### config.mk
export PLATFORM = sky130hd
export DESIGN_NAME = fetch_stage
export DESIGN_NICKNAME = d
export VERILOG_FILES = /design/src/rtl/fetch_stage_pkg.sv /design/src/rtl/fetch_stage_if_id_reg.sv /design/src/rtl/fetch_stage.sv
export SDC_FILE = /design/constraint.sdc
export NUM_CORES = 1
export LEC_CHECK = 0
export CAP_MARGIN = 5
export CELL_PAD_IN_SITES_DETAIL_PLACEMENT = 1
export CELL_PAD_IN_SITES_GLOBAL_PLACEMENT = 2
export CORE_UTILIZATION = 27
export DETAILED_ROUTE_END_ITERATION = 6
export PLACE_DENSITY = 0.83
export RECOVER_POWER = 25
export SLEW_MARGIN = 20
export SYNTH_ARGS = -nofsm -noshare
export SYNTH_HDL_FRONTEND = slang
export SYNTH_SLANG_ARGS = --single-unit
### constraint.sdc
create_clock -name clk -period 4.34 [get_ports clk]
set_clock_uncertainty 0.2 [all_clocks]
set_input_delay 1.302 -clock clk [delete_from_list [all_inputs] [get_ports clk]]
set_output_delay 1.302 -clock clk [all_outputs]
set_load 0.02 [all_outputs]
### src/rtl/fetch_stage_pkg.sv
// Shared IF-stage definitions plus the `RESET_PC/`IM_BASE/`NOP_WORD datapath defaults.
// Optional alignment/range checking is compiled in with FETCH_ADDR_CHECK_EN.
`ifndef RESET_PC
`define RESET_PC 32'h0000_3000
`endif
`ifndef IM_BASE
`define IM_BASE 32'h0000_3000
`endif
`ifndef NOP_WORD
`define NOP_WORD 32'h0000_0000
`endif

package fetch_stage_pkg;

   localparam int unsigned XLEN = 32;

   // Encoding is {stall, flush} so the decode is a plain cast.
   typedef enum logic [1:0] {
      CTL_RUN         = 2'b00,
      CTL_FLUSH       = 2'b01,
      CTL_STALL       = 2'b10,
      CTL_STALL_FLUSH = 2'b11
   } if_ctl_e;

   typedef struct packed {
      logic [XLEN-1:0] instr;
      logic [XLEN-1:0] pc;
      logic            valid;
`ifdef FETCH_ADDR_CHECK_EN
      logic            fault;
`endif
   } if_id_t;

   function automatic if_ctl_e decode_ctl(input logic stall, input logic flush);
      return if_ctl_e'({stall, flush});
   endfunction

endpackage

### src/rtl/fetch_stage_if_id_reg.sv
// IF/ID pipeline register: stall holds, flush injects a bubble (flush wins over stall
// for the instruction side, stall still holds the captured PC). Fault bit under FETCH_ADDR_CHECK_EN.
module if_id_reg
   import fetch_stage_pkg::*;
#(
   parameter logic [31:0] RESET_PC = `RESET_PC,
   parameter logic [31:0] NOP_WORD = `NOP_WORD
) (
   input  logic        clk_i,
   input  logic        reset_i,
   input  logic        stall_i,
   input  logic        flush_i,
   input  logic [31:0] instr_i,
   input  logic [31:0] pc_i,
`ifdef FETCH_ADDR_CHECK_EN
   input  logic        fault_i,
   output logic        fault_o,
`endif
   output logic [31:0] instr_o,
   output logic [31:0] pc_o,
   output logic        valid_o
);

   if_id_t q_q;
   if_id_t q_d;

   always_comb begin
      q_d = q_q;
      unique case (decode_ctl(stall_i, flush_i))
         CTL_RUN: begin
            q_d.pc = pc_i;
`ifdef FETCH_ADDR_CHECK_EN
            // A faulty fetch still occupies the slot but never becomes a real instruction.
            if (fault_i) begin
               q_d.instr = NOP_WORD;
               q_d.valid = 1'b0;
               q_d.fault = 1'b1;
            end else begin
               q_d.instr = instr_i;
               q_d.valid = 1'b1;
               q_d.fault = 1'b0;
            end
`else
            q_d.instr = instr_i;
            q_d.valid = 1'b1;
`endif
         end
         CTL_FLUSH: begin
            q_d.pc    = pc_i;
            q_d.instr = NOP_WORD;
            q_d.valid = 1'b0;
`ifdef FETCH_ADDR_CHECK_EN
            q_d.fault = 1'b0;
`endif
         end
         CTL_STALL: begin
         end
         CTL_STALL_FLUSH: begin
            q_d.instr = NOP_WORD;
            q_d.valid = 1'b0;
`ifdef FETCH_ADDR_CHECK_EN
            q_d.fault = 1'b0;
`endif
         end
         default: begin
         end
      endcase
   end

   always_ff @(posedge clk_i) begin
      if (reset_i) begin
         q_q.instr <= NOP_WORD;
         q_q.pc    <= RESET_PC;
         q_q.valid <= 1'b0;
`ifdef FETCH_ADDR_CHECK_EN
         q_q.fault <= 1'b0;
`endif
      end else begin
         q_q <= q_d;
      end
   end

   assign instr_o = q_q.instr;
   assign pc_o    = q_q.pc;
   assign valid_o = q_q.valid;
`ifdef FETCH_ADDR_CHECK_EN
   assign fault_o = q_q.fault;
`endif

endmodule

### src/rtl/fetch_stage.sv
// MIPS IF stage: fetch PC register, IM addressing, delivered-instruction counter, IF/ID register.
// Define FETCH_ADDR_CHECK_EN to add fault_d for misaligned / out-of-IM fetches.
module fetch_stage
   import fetch_stage_pkg::*;
#(
   parameter logic [31:0] RESET_PC = `RESET_PC,
   parameter logic [31:0] IM_BASE  = `IM_BASE,
   parameter int unsigned IM_AW    = 12,
   parameter logic [31:0] NOP_WORD = `NOP_WORD
) (
   input  logic             clk,
   input  logic             reset,
   input  logic             stall,
   input  logic             flush,
   input  logic [31:0]      next_pc,
   input  logic [31:0]      im_rdata,
   output logic [31:0]      pc_f,
   output logic [IM_AW-1:0] im_addr,
   output logic [31:0]      instr_d,
   output logic [31:0]      pc_d,
   output logic             valid_d,
`ifdef FETCH_ADDR_CHECK_EN
   output logic             fault_d,
`endif
   output logic [31:0]      fetch_cnt
);

   logic [31:0] pc_f_q, pc_f_d;
   logic [31:0] cnt_q, cnt_d;

   always_comb begin
      pc_f_d = pc_f_q;
      cnt_d  = cnt_q;
      if (!stall) begin
         pc_f_d = next_pc;
      end
      // Faulty fetches still count as delivered slots.
      if (!stall && !flush) begin
         cnt_d = cnt_q + 32'd1;
      end
   end

   always_ff @(posedge clk) begin
      if (reset) begin
         pc_f_q <= RESET_PC;
         cnt_q  <= '0;
      end else begin
         pc_f_q <= pc_f_d;
         cnt_q  <= cnt_d;
      end
   end

   // Word offset from IM_BASE, truncated so out-of-range PCs wrap modulo IM depth.
   assign im_addr = IM_AW'((pc_f_q - IM_BASE) >> 2);

`ifdef FETCH_ADDR_CHECK_EN
   logic fetch_fault;
   assign fetch_fault = (pc_f_q[1:0] != 2'b00) ||
                        (((pc_f_q - IM_BASE) >> (IM_AW + 2)) != 32'd0);
`endif

   if_id_reg #(
      .RESET_PC (RESET_PC),
      .NOP_WORD (NOP_WORD)
   ) u_if_id (
      .clk_i   (clk),
      .reset_i (reset),
      .stall_i (stall),
      .flush_i (flush),
      .instr_i (im_rdata),
      .pc_i    (pc_f_q),
`ifdef FETCH_ADDR_CHECK_EN
      .fault_i (fetch_fault),
      .fault_o (fault_d),
`endif
      .instr_o (instr_d),
      .pc_o    (pc_d),
      .valid_o (valid_d)
   );

   assign pc_f      = pc_f_q;
   assign fetch_cnt = cnt_q;

endmodule

==> impl_summary.log, run 1 <==
INFO  metric fp.dieH = between 100 and 150 um
INFO  metric die-area = around 19,000 um2
INFO  metric setup_viol = 0
INFO  metric synth_seq_area_share = 0.520
INFO  metric relSlewSlack = -0.323
INFO  metric area_delta_synth_final = 56.5%
INFO  metric cp_slowest_cell = sky130_fd_sc_hd__dlygate4sd3_1
INFO  metric total_power = 3110 uW
INFO  metric multiInputGateArea = 2110 um2
INFO  metric number_of_antenna_violations_at_the_first_check_in_global_routing = 0
INFO  metric worst-path-buf-inv = 2
INFO  metric total_number_of_vias = around 4,300
INFO  metric critical-path-max-stage-delay = about 0.58 ns
INFO  metric crit_path_max_fanout = 12
INFO  metric post_cts_resized = 0
INFO  metric run_status = finished with violations
INFO  metric timing.max_cap.violations = 1
INFO  metric postLayoutCoreUtil = 0.433
INFO  metric routed_via_density = 4.65
INFO  metric cp.required = roughly 4.5 ns
INFO  metric critical_path.reg2reg.endpoint = fetch_cnt[14]$_SDFFE_PP0P_
INFO  metric ys_async_sr_fraction = 0
INFO  metric p_per_area = ~400 nW/um2
INFO  metric nets = 760
INFO  metric failing_checks = capacitance limit, slew limit
INFO  metric drt_iter0_drc = 134
INFO  metric hold_path.startpoint = u_if_id.valid_o$_SDFFE_PP0P_
INFO  metric grt_remaining_overflow = 0
INFO  metric post-dp-hpwl = around 11,000 um
INFO  metric critical_path_arrival = 3.72 ns
INFO  metric cts.clk_slew.worst_paths = 0.06 ns
INFO  metric cp-startpoint = flush
INFO  metric numCtsBuffers = 17
INFO  metric reg2reg_depth = 5
INFO  metric core_area = roughly 18,000 um2
INFO  metric finalMaxSlewViolations = 34
INFO  metric antenna_left = 0
INFO  metric wirelength = around 15,000 um
INFO  metric hold_viol_final = 0
INFO  metric syn_area = about 5000 um2
INFO  metric synth-warning-count = 0
INFO  metric setup.worst_path.start_class = input pin
INFO  metric rsz0062_at_grt = no
INFO  metric fin_crit_sh = 0.826
INFO  metric avgSynthCellArea = between 9 and 10 um2
INFO  metric dieWidth = 138 um
INFO  metric post_route_drc_violation_count = 0
INFO  metric clock_sink_count = 129
INFO  metric wire_per_inst = between 15 and 20 um
INFO  metric pin_count_of_the_biggest_net_entering_global_routing = 63
INFO  metric post_layout_min_period = 3.59 ns
INFO  metric antenna_cells_inserted = 0
INFO  metric setup.reg_to_reg.worst_slack = between 1.5 and 2 ns
INFO  metric cts_hold_buffers = 0
INFO  metric buffer_ports.inserted = 208
INFO  metric min_path_cells = 2
INFO  metric synthCells = 501
INFO  metric grt_util_all_layers = 0.161
INFO  metric total_leakage_power = 0.00303 uW
INFO  metric final.setup.tns = 0 ns
INFO  metric clk-insertion-delay-late = 0.41 ns
INFO  metric cell_row_count = 49
INFO  metric timing.hold.ws = 0.284 ns
INFO  metric fmax = 279 MHz
INFO  metric critPathCaptureType = register
INFO  metric cts_buffer_depth = 2
INFO  metric ioPinCount = approximately 210
INFO  metric synth.distinct_cells = 34
INFO  metric critPathTopFamily = simple AND/OR/NAND/NOR gates
INFO  metric grt_first_pass_wirelength = 23,400 um
INFO  metric first_global_vias = approximately 4,500
INFO  metric power.ir.vdd_worst = about 0.25 mV
INFO  metric worst_pin_slew = approximately 2.0 ns
INFO  metric globalplace.congestion = 0.722
INFO  metric fillers = 1,991
INFO  metric crit_type = in -> reg
INFO  metric buffer_cell_driving_the_clock_tree_root = sky130_fd_sc_hd__clkbuf_16
INFO  metric synth_seq_cells = about 130
INFO  metric synth-main-ff-cell = sky130_fd_sc_hd__dfxtp_1
INFO  metric floorplan.initialDensity = 0.276
INFO  metric hp-class = reg -> reg
INFO  metric drt-pass1-iter-count = 4
INFO  metric crit_chain = dlygate4sd3_1, nor4bb_1, nand4_1, buf_4, or4_1, a21oi_1
INFO  metric number_of_enable_flip_flop_cells_after_synthesis = 0
INFO  metric final_layout_size_suffix_gt1_frac = 0.0611
INFO  metric post-cts-setup-buffer-count = 0
INFO  metric reg2reg_from = fetch_cnt[3]$_SDFFE_PP0P_
INFO  metric final-seq-area = roughly 2600 um2
INFO  metric cell_count_final_fillers_out = between 900 and 1,000
INFO  metric cts_tree = yes
INFO  metric htree_num_levels = 4
INFO  metric numPlacedInstances = between 900 and 1,000
INFO  metric postSynthNetCount = 570
INFO  metric worst_hold_path.endpoint = u_if_id.valid_o$_SDFFE_PP0P_
-- power by group --
part	total, uW	switching [uW]	internal (uW)
clock	1520	541	980
sequential	1250	28.4	1220
combinational	335	158	177
-- synth_stat cells, types with 3 or more instances --
library cell | count | area (um2)
sky130_fd_sc_hd__dfxtp_1 | 129 | 2580
sky130_fd_sc_hd__nor2_1 | 106 | 398
sky130_fd_sc_hd__mux2i_1 | 95 | 951
sky130_fd_sc_hd__clkbuf_1 | 23 | 86.3
sky130_fd_sc_hd__a21oi_1 | 21 | 105
sky130_fd_sc_hd__o31ai_1 | 15 | 113
sky130_fd_sc_hd__or4_1 | 14 | 105
sky130_fd_sc_hd__nand2_1 | 13 | 48.8
sky130_fd_sc_hd__buf_4 | 12 | 90.1
sky130_fd_sc_hd__inv_1 | 9 | 33.8
sky130_fd_sc_hd__xor2_1 | 9 | 78.8
sky130_fd_sc_hd__nand3_1 | 8 | 40.0
sky130_fd_sc_hd__nand4_1 | 8 | 50.1
sky130_fd_sc_hd__o21ai_0 | 5 | 25.0
sky130_fd_sc_hd__or3_1 | 5 | 31.3
sky130_fd_sc_hd__buf_1 | 3 | 11.3
sky130_fd_sc_hd__buf_2 | 3 | 15.0
-- worst min-delay path: stages (launching register included) --
cell and delay [ns]:
sky130_fd_sc_hd__dfxtp_1 0.33, sky130_fd_sc_hd__inv_1 0.06, sky130_fd_sc_hd__a21oi_1 0.05
-- metal layers --
layer,track usage,up-vias,wire length (um)
li1,-,2093,-
met1,0.174,2100,5960
met2,0.277,130,7390
met3,0.0736,15,1290
met4,0.0574,0,216
met5,0,-,0
-- sequential cells by signal, indices dropped and copies added, names as in the netlist --
| name | count |
|---|---|
| fetch_cnt | 32 |
| u_if_id.instr_o | 32 |
| u_if_id.pc_o | 32 |
| u_if_id.valid_o | 1 |
| pc_f | 32 |
-- kinds of logic after synthesis --
group | share of synthesized area
compound gates | 0.0504
xor+xnor | 0.0194
fa+ha+maj | 0.00252
buf+inv | 0.0542
flops | 0.520
mux | 0.196
simple gates | 0.157
-- stage by stage --
stage / worst slack [ns] / cell area, um2
2_1_floorplan: 1.32 / 4960
3_3_place_gp: 0.544 / 7150
3_5_place_dp: 0.472 / 7150
4_1_cts: 0.863 / 7770
5_1_grt: 0.627 / 7770
6_report: 0.755 / 7770
-- final cells by class --
type,count,area share
Multi-Input combinational cell,319,0.272
Sequential cell,129,0.332
Clock buffer,20,0.0575
Timing Repair Buffer,215,0.274
Tap cell,229,0.0369
Inverter,9,0.00435
Clock inverter,12,0.0235
-- cells in the final DEF (no fill, tap or decap), types with 2 or more instances in the layout --
master / instances
sky130_fd_sc_hd__nand3_1: 8
sky130_fd_sc_hd__xor2_1: 9
sky130_fd_sc_hd__nand2_1: 13
sky130_fd_sc_hd__or4_1: 14
sky130_fd_sc_hd__or3_1: 5
sky130_fd_sc_hd__o21ai_0: 5
sky130_fd_sc_hd__o31ai_1: 15
sky130_fd_sc_hd__nor2_1: 106
sky130_fd_sc_hd__clkinv_4: 3
sky130_fd_sc_hd__mux2_2: 2
sky130_fd_sc_hd__or4_2: 2
sky130_fd_sc_hd__nand4_1: 8
sky130_fd_sc_hd__mux2i_1: 95
sky130_fd_sc_hd__clkinvlp_4: 3
sky130_fd_sc_hd__dlygate4sd3_1: 2
sky130_fd_sc_hd__bufinv_16: 4
sky130_fd_sc_hd__clkbuf_1: 3
sky130_fd_sc_hd__clkdlybuf4s50_1: 204
sky130_fd_sc_hd__xnor2_1: 2
sky130_fd_sc_hd__a21oi_1: 21
sky130_fd_sc_hd__and4_1: 2
sky130_fd_sc_hd__buf_4: 7
sky130_fd_sc_hd__and2_1: 2
sky130_fd_sc_hd__inv_1: 9
sky130_fd_sc_hd__clkbuf_16: 17
sky130_fd_sc_hd__dfxtp_1: 129
-- how the worst max path moves through the flow --
| stage | endpoint | slack, ns | cells after the start |
|---|---|---|---|
| floorplan | fetch_cnt[16]$_SDFFE_PP0P_ | 1.32 | 6 |
| global placement | fetch_cnt[14]$_SDFFE_PP0P_ | 0.54 | 6 |
| detailed placement | fetch_cnt[28]$_SDFFE_PP0P_ | 0.47 | 6 |
| CTS | fetch_cnt[14]$_SDFFE_PP0P_ | 0.86 | 6 |
| global route | u_if_id.instr_o[2]$_SDFFE_PP0P_ | 0.63 | 3 |
| finish | fetch_cnt[14]$_SDFFE_PP0P_ | 0.75 | 6 |
Note: power is estimated with default switching activity, not from simulation.
==> run 2: changes to the inputs <==
Settings changed: CORE_UTILIZATION 27 to 22, PLACE_DENSITY 0.83 to 0.72.
Clock period 4.34 ns to 3.1 ns, I/O delays scaled along.
==> run 2 against run 1 <==
Effect of this change:
- the run ends with DRC left
- critical path depth shrank 4
- worst hold slack lost 0.029 ns
- clock power grew 36%
- largest power group unchanged
- flip-flop and latch count is the same
- core utilization shrank 7.5 points
- critical path type is now reg -> out
- via count is essentially flat
==> impl_summary.log, run 2 (same netlist as run 1, synthesis figures left out) <==
INFO  metric crit_chain = xor2_1, clkdlybuf4s50_1 (was dlygate4sd3_1, nor4bb_1, nand4_1, buf_4, or4_1, a21oi_1)
INFO  metric total_leakage_power = 0.00304 uW (was 0.00303 uW)
INFO  metric run_status = finished with violations (unchanged)
INFO  metric floorplan.initialDensity = 0.226 (was 0.276)
INFO  metric post_layout_min_period = around 2.7 ns
INFO  metric crit_path_max_fanout = 4 (was 12)
INFO  metric core_area = 22,000 um2 (was 18,000 um2)
INFO  metric worst-path-buf-inv = 1 (was 2)
INFO  metric pin_count_of_the_biggest_net_entering_global_routing = 101 (was 63)
INFO  metric timing.max_cap.violations = 0 (was 1)
INFO  metric groute.layer.met3.usage = 0.0538 (was 0.0736)
INFO  metric fin_crit_sh = 0.886
INFO  metric fp.dieH = 152 um (was 138 um)
INFO  metric clock_sink_count = 129 (unchanged)
INFO  metric rsz0062_at_grt = no (unchanged)
INFO  metric drt-pass1-iter-count = 6 (was 4)
INFO  metric nets = 764 (was 760)
INFO  metric wire_per_inst = 15.0 um (was 15.9 um)
INFO  metric setup.worst_path.start_class = register (was input pin)
INFO  metric antenna_left = 0 (unchanged)
INFO  metric post_route_drc_violation_count = 10 (was 0)
INFO  metric post-dp-hpwl = 10,400 um (was 10,600 um)
INFO  metric cts.clk_slew.worst_paths = 0.06 ns (about the same)
INFO  metric ioPinCount = 209 (unchanged)
INFO  metric routed_via_density = 4.39 (was 4.65)
INFO  metric fmax = 364 MHz
INFO  metric grt_remaining_overflow = 0 (unchanged)
INFO  metric hold_viol_final = 0 (unchanged)
INFO  metric cts_buffer_depth = 2 (unchanged)
INFO  metric number_of_antenna_violations_at_the_first_check_in_global_routing = 0 (unchanged)
INFO  metric dieWidth = 152 um (was 138 um)
INFO  metric total_power = 4290 uW (was 3110 uW)
INFO  metric die-area = 23,200 um2 (was 18,900 um2)
INFO  metric setup_viol = 0 (unchanged)
INFO  metric layout_common_cells = sky130_fd_sc_hd__clkdlybuf4s50_1 (206), sky130_fd_sc_hd__dfxtp_1 (129), sky130_fd_sc_hd__nor2_1 (106), sky130_fd_sc_hd__mux2i_1 (95), sky130_fd_sc_hd__a21oi_1 (21) (was sky130_fd_sc_hd__clkdlybuf4s50_1 (204), sky130_fd_sc_hd__dfxtp_1 (129), sky130_fd_sc_hd__nor2_1 (106), sky130_fd_sc_hd__mux2i_1 (95), sky130_fd_sc_hd__a21oi_1 (21))
INFO  metric failing_checks = DRC (was capacitance limit, slew limit)
INFO  metric area_delta_synth_final = 58.3% (was 56.5%)
INFO  metric htree_num_levels = 4 (unchanged)
INFO  metric cell_row_count = 54 (was 49)
INFO  metric post_cts_resized = 0 (unchanged)
INFO  metric p_per_area = 546 nW/um2 (was 400 nW/um2)
INFO  metric cp_slowest_cell = sky130_fd_sc_hd__clkdlybuf4s50_1 (was sky130_fd_sc_hd__dlygate4sd3_1)
INFO  metric total_number_of_vias = 4,336 (was 4,338)
INFO  metric first_global_vias = 4,561 (was 4,542)
INFO  metric crit_type = reg -> out (was in -> reg)
INFO  metric critPathCaptureType = output port (was register)
INFO  metric antenna_cells_inserted = 0 (unchanged)
INFO  metric power.ir.vdd_worst = 0.307 mV (was 0.253 mV)
INFO  metric drt_iter0_drc = 144 (was 134)
INFO  metric wirelength = 14,900 um (about the same)
INFO  metric critical_path_arrival = 1.62 ns (was 3.72 ns)
INFO  metric groute.layer.met1.usage = 0.151 (was 0.174)
INFO  metric final_layout_size_suffix_gt1_frac = 0.0706 (was 0.0611)
INFO  metric timing.hold.ws = 0.255 ns (was 0.284 ns)
INFO  metric cts_hold_buffers = 0 (unchanged)
INFO  metric clk-insertion-delay-late = 0.40 ns (was 0.41 ns)
INFO  metric buffer_cell_driving_the_clock_tree_root = sky130_fd_sc_hd__clkbuf_16 (unchanged)
INFO  metric buffer_ports.inserted = 208 (unchanged)
INFO  metric numCtsBuffers = 17 (unchanged)
INFO  metric cts_tree = yes (unchanged)
INFO  metric post-cts-setup-buffer-count = 0 (unchanged)
INFO  metric relSlewSlack = 0.468 (was -0.323)
INFO  metric gr-max-usage-layer = met2 (unchanged)
INFO  metric globalplace.congestion = 0.731 (was 0.722)
INFO  metric most_frequent_standard_cell_in_the_layout_excluding_fill_and_tap_cells = sky130_fd_sc_hd__clkdlybuf4s50_1 (unchanged)
INFO  metric grt_util_all_layers = 0.131 (was 0.161)
INFO  metric finalMaxSlewViolations = 0 (was 34)
INFO  metric worst_pin_slew = 0.799 ns (was 1.98 ns)
INFO  metric critPathTopFamily = buffers and inverters (was simple AND/OR/NAND/NOR gates)
INFO  metric critical-path-max-stage-delay = 0.63 ns (was 0.58 ns)
INFO  metric met2_track_usage_gr = 0.222 (was 0.277)
INFO  metric grt_first_pass_wirelength = 24,300 um (was 23,400 um)
INFO  metric hp-class = reg -> reg (unchanged)
INFO  metric cp.required = 1.97 ns (was 4.48 ns)
==> run 2: cell types whose count changed in the layout (fill, tap and decap cells not counted), moves of 2 or more <==
cell	change
sky130_fd_sc_hd__inv_6	+4
sky130_fd_sc_hd__buf_12	+2
sky130_fd_sc_hd__clkbuf_1	-2
sky130_fd_sc_hd__dlygate4sd3_1	-2
sky130_fd_sc_hd__clkdlybuf4s50_1	+2
sky130_fd_sc_hd__clkinv_4	-3
sky130_fd_sc_hd__inv_8	+3
sky130_fd_sc_hd__bufinv_16	-2
sky130_fd_sc_hd__buf_4	+2
sky130_fd_sc_hd__clkinvlp_4	+2
==> run 2: final timing paths <==
kind	from	end	slack, ns	depth (start not counted)
setup / recovery	pc_f[13]$_SDFFE_PP1N_	im_addr[11]	0.35	2
hold / removal	u_if_id.valid_o$_SDFFE_PP0P_	u_if_id.valid_o$_SDFFE_PP0P_	0.25	2
setup reg to reg	fetch_cnt[12]$_SDFFE_PP0P_	fetch_cnt[25]$_SDFFE_PP0P_	0.64	4
hold reg to reg	u_if_id.valid_o$_SDFFE_PP0P_	u_if_id.valid_o$_SDFFE_PP0P_	0.25	2
==> run 2: worst reg2reg max path, delay by kind of cell, from the launching register on <==
kind             cells  cell delay (ns)
AND/OR/NAND/NOR      3             1.58
AO/OA/AOI/OAI        1             0.16
flip-flops           1             0.45
==> run 2: area by class of cell <==
class | count | area (um2)
Fill cell | 2462 | 14100
Clock inverter | 15 | 175
Clock buffer | 17 | 425
Tap cell | 280 | 350
Inverter | 9 | 33.8
Sequential cell | 129 | 2580
Timing Repair Buffer | 219 | 2180
Multi-Input combinational cell | 319 | 2110
==> run 2: power breakdown <==
part / leakage (uW) / switching [uW] / internal [uW]
Clock: 0.000279 / 848 / 1210
Combinational: 0.00171 / 223 / 249
Sequential: 0.00105 / 39.6 / 1710
Total: 0.00304 / 1110 / 3180
==> run 2: stage by stage <==
step | instances | worst slack [ns] | instance area (um2) | utilization | TNS (ns)
global route | 988 | 0.214 | 7860 | 0.358 | 0
detailed placement | 956 | -0.0692 | 7260 | 0.331 | -0.292
CTS | 988 | 0.324 | 7860 | 0.358 | 0
global placement | 956 | -0.0358 | 7260 | 0.331 | -0.0397
finish | 988 | 0.354 | 7860 | 0.358 | 0
floorplan | 501 | 0.447 | 4960 | - | 0
==> run 2: per-layer routing <==
layer | part of all wire | up-vias | routed length (um)
met1 | 0.42 | 2106 | 6290
met5 | 0 | - | 0
li1 | - | 2103 | -
met2 | 0.49 | 116 | 7270
met3 | 0.077 | 11 | 1150
met4 | 0.0098 | 0 | 145
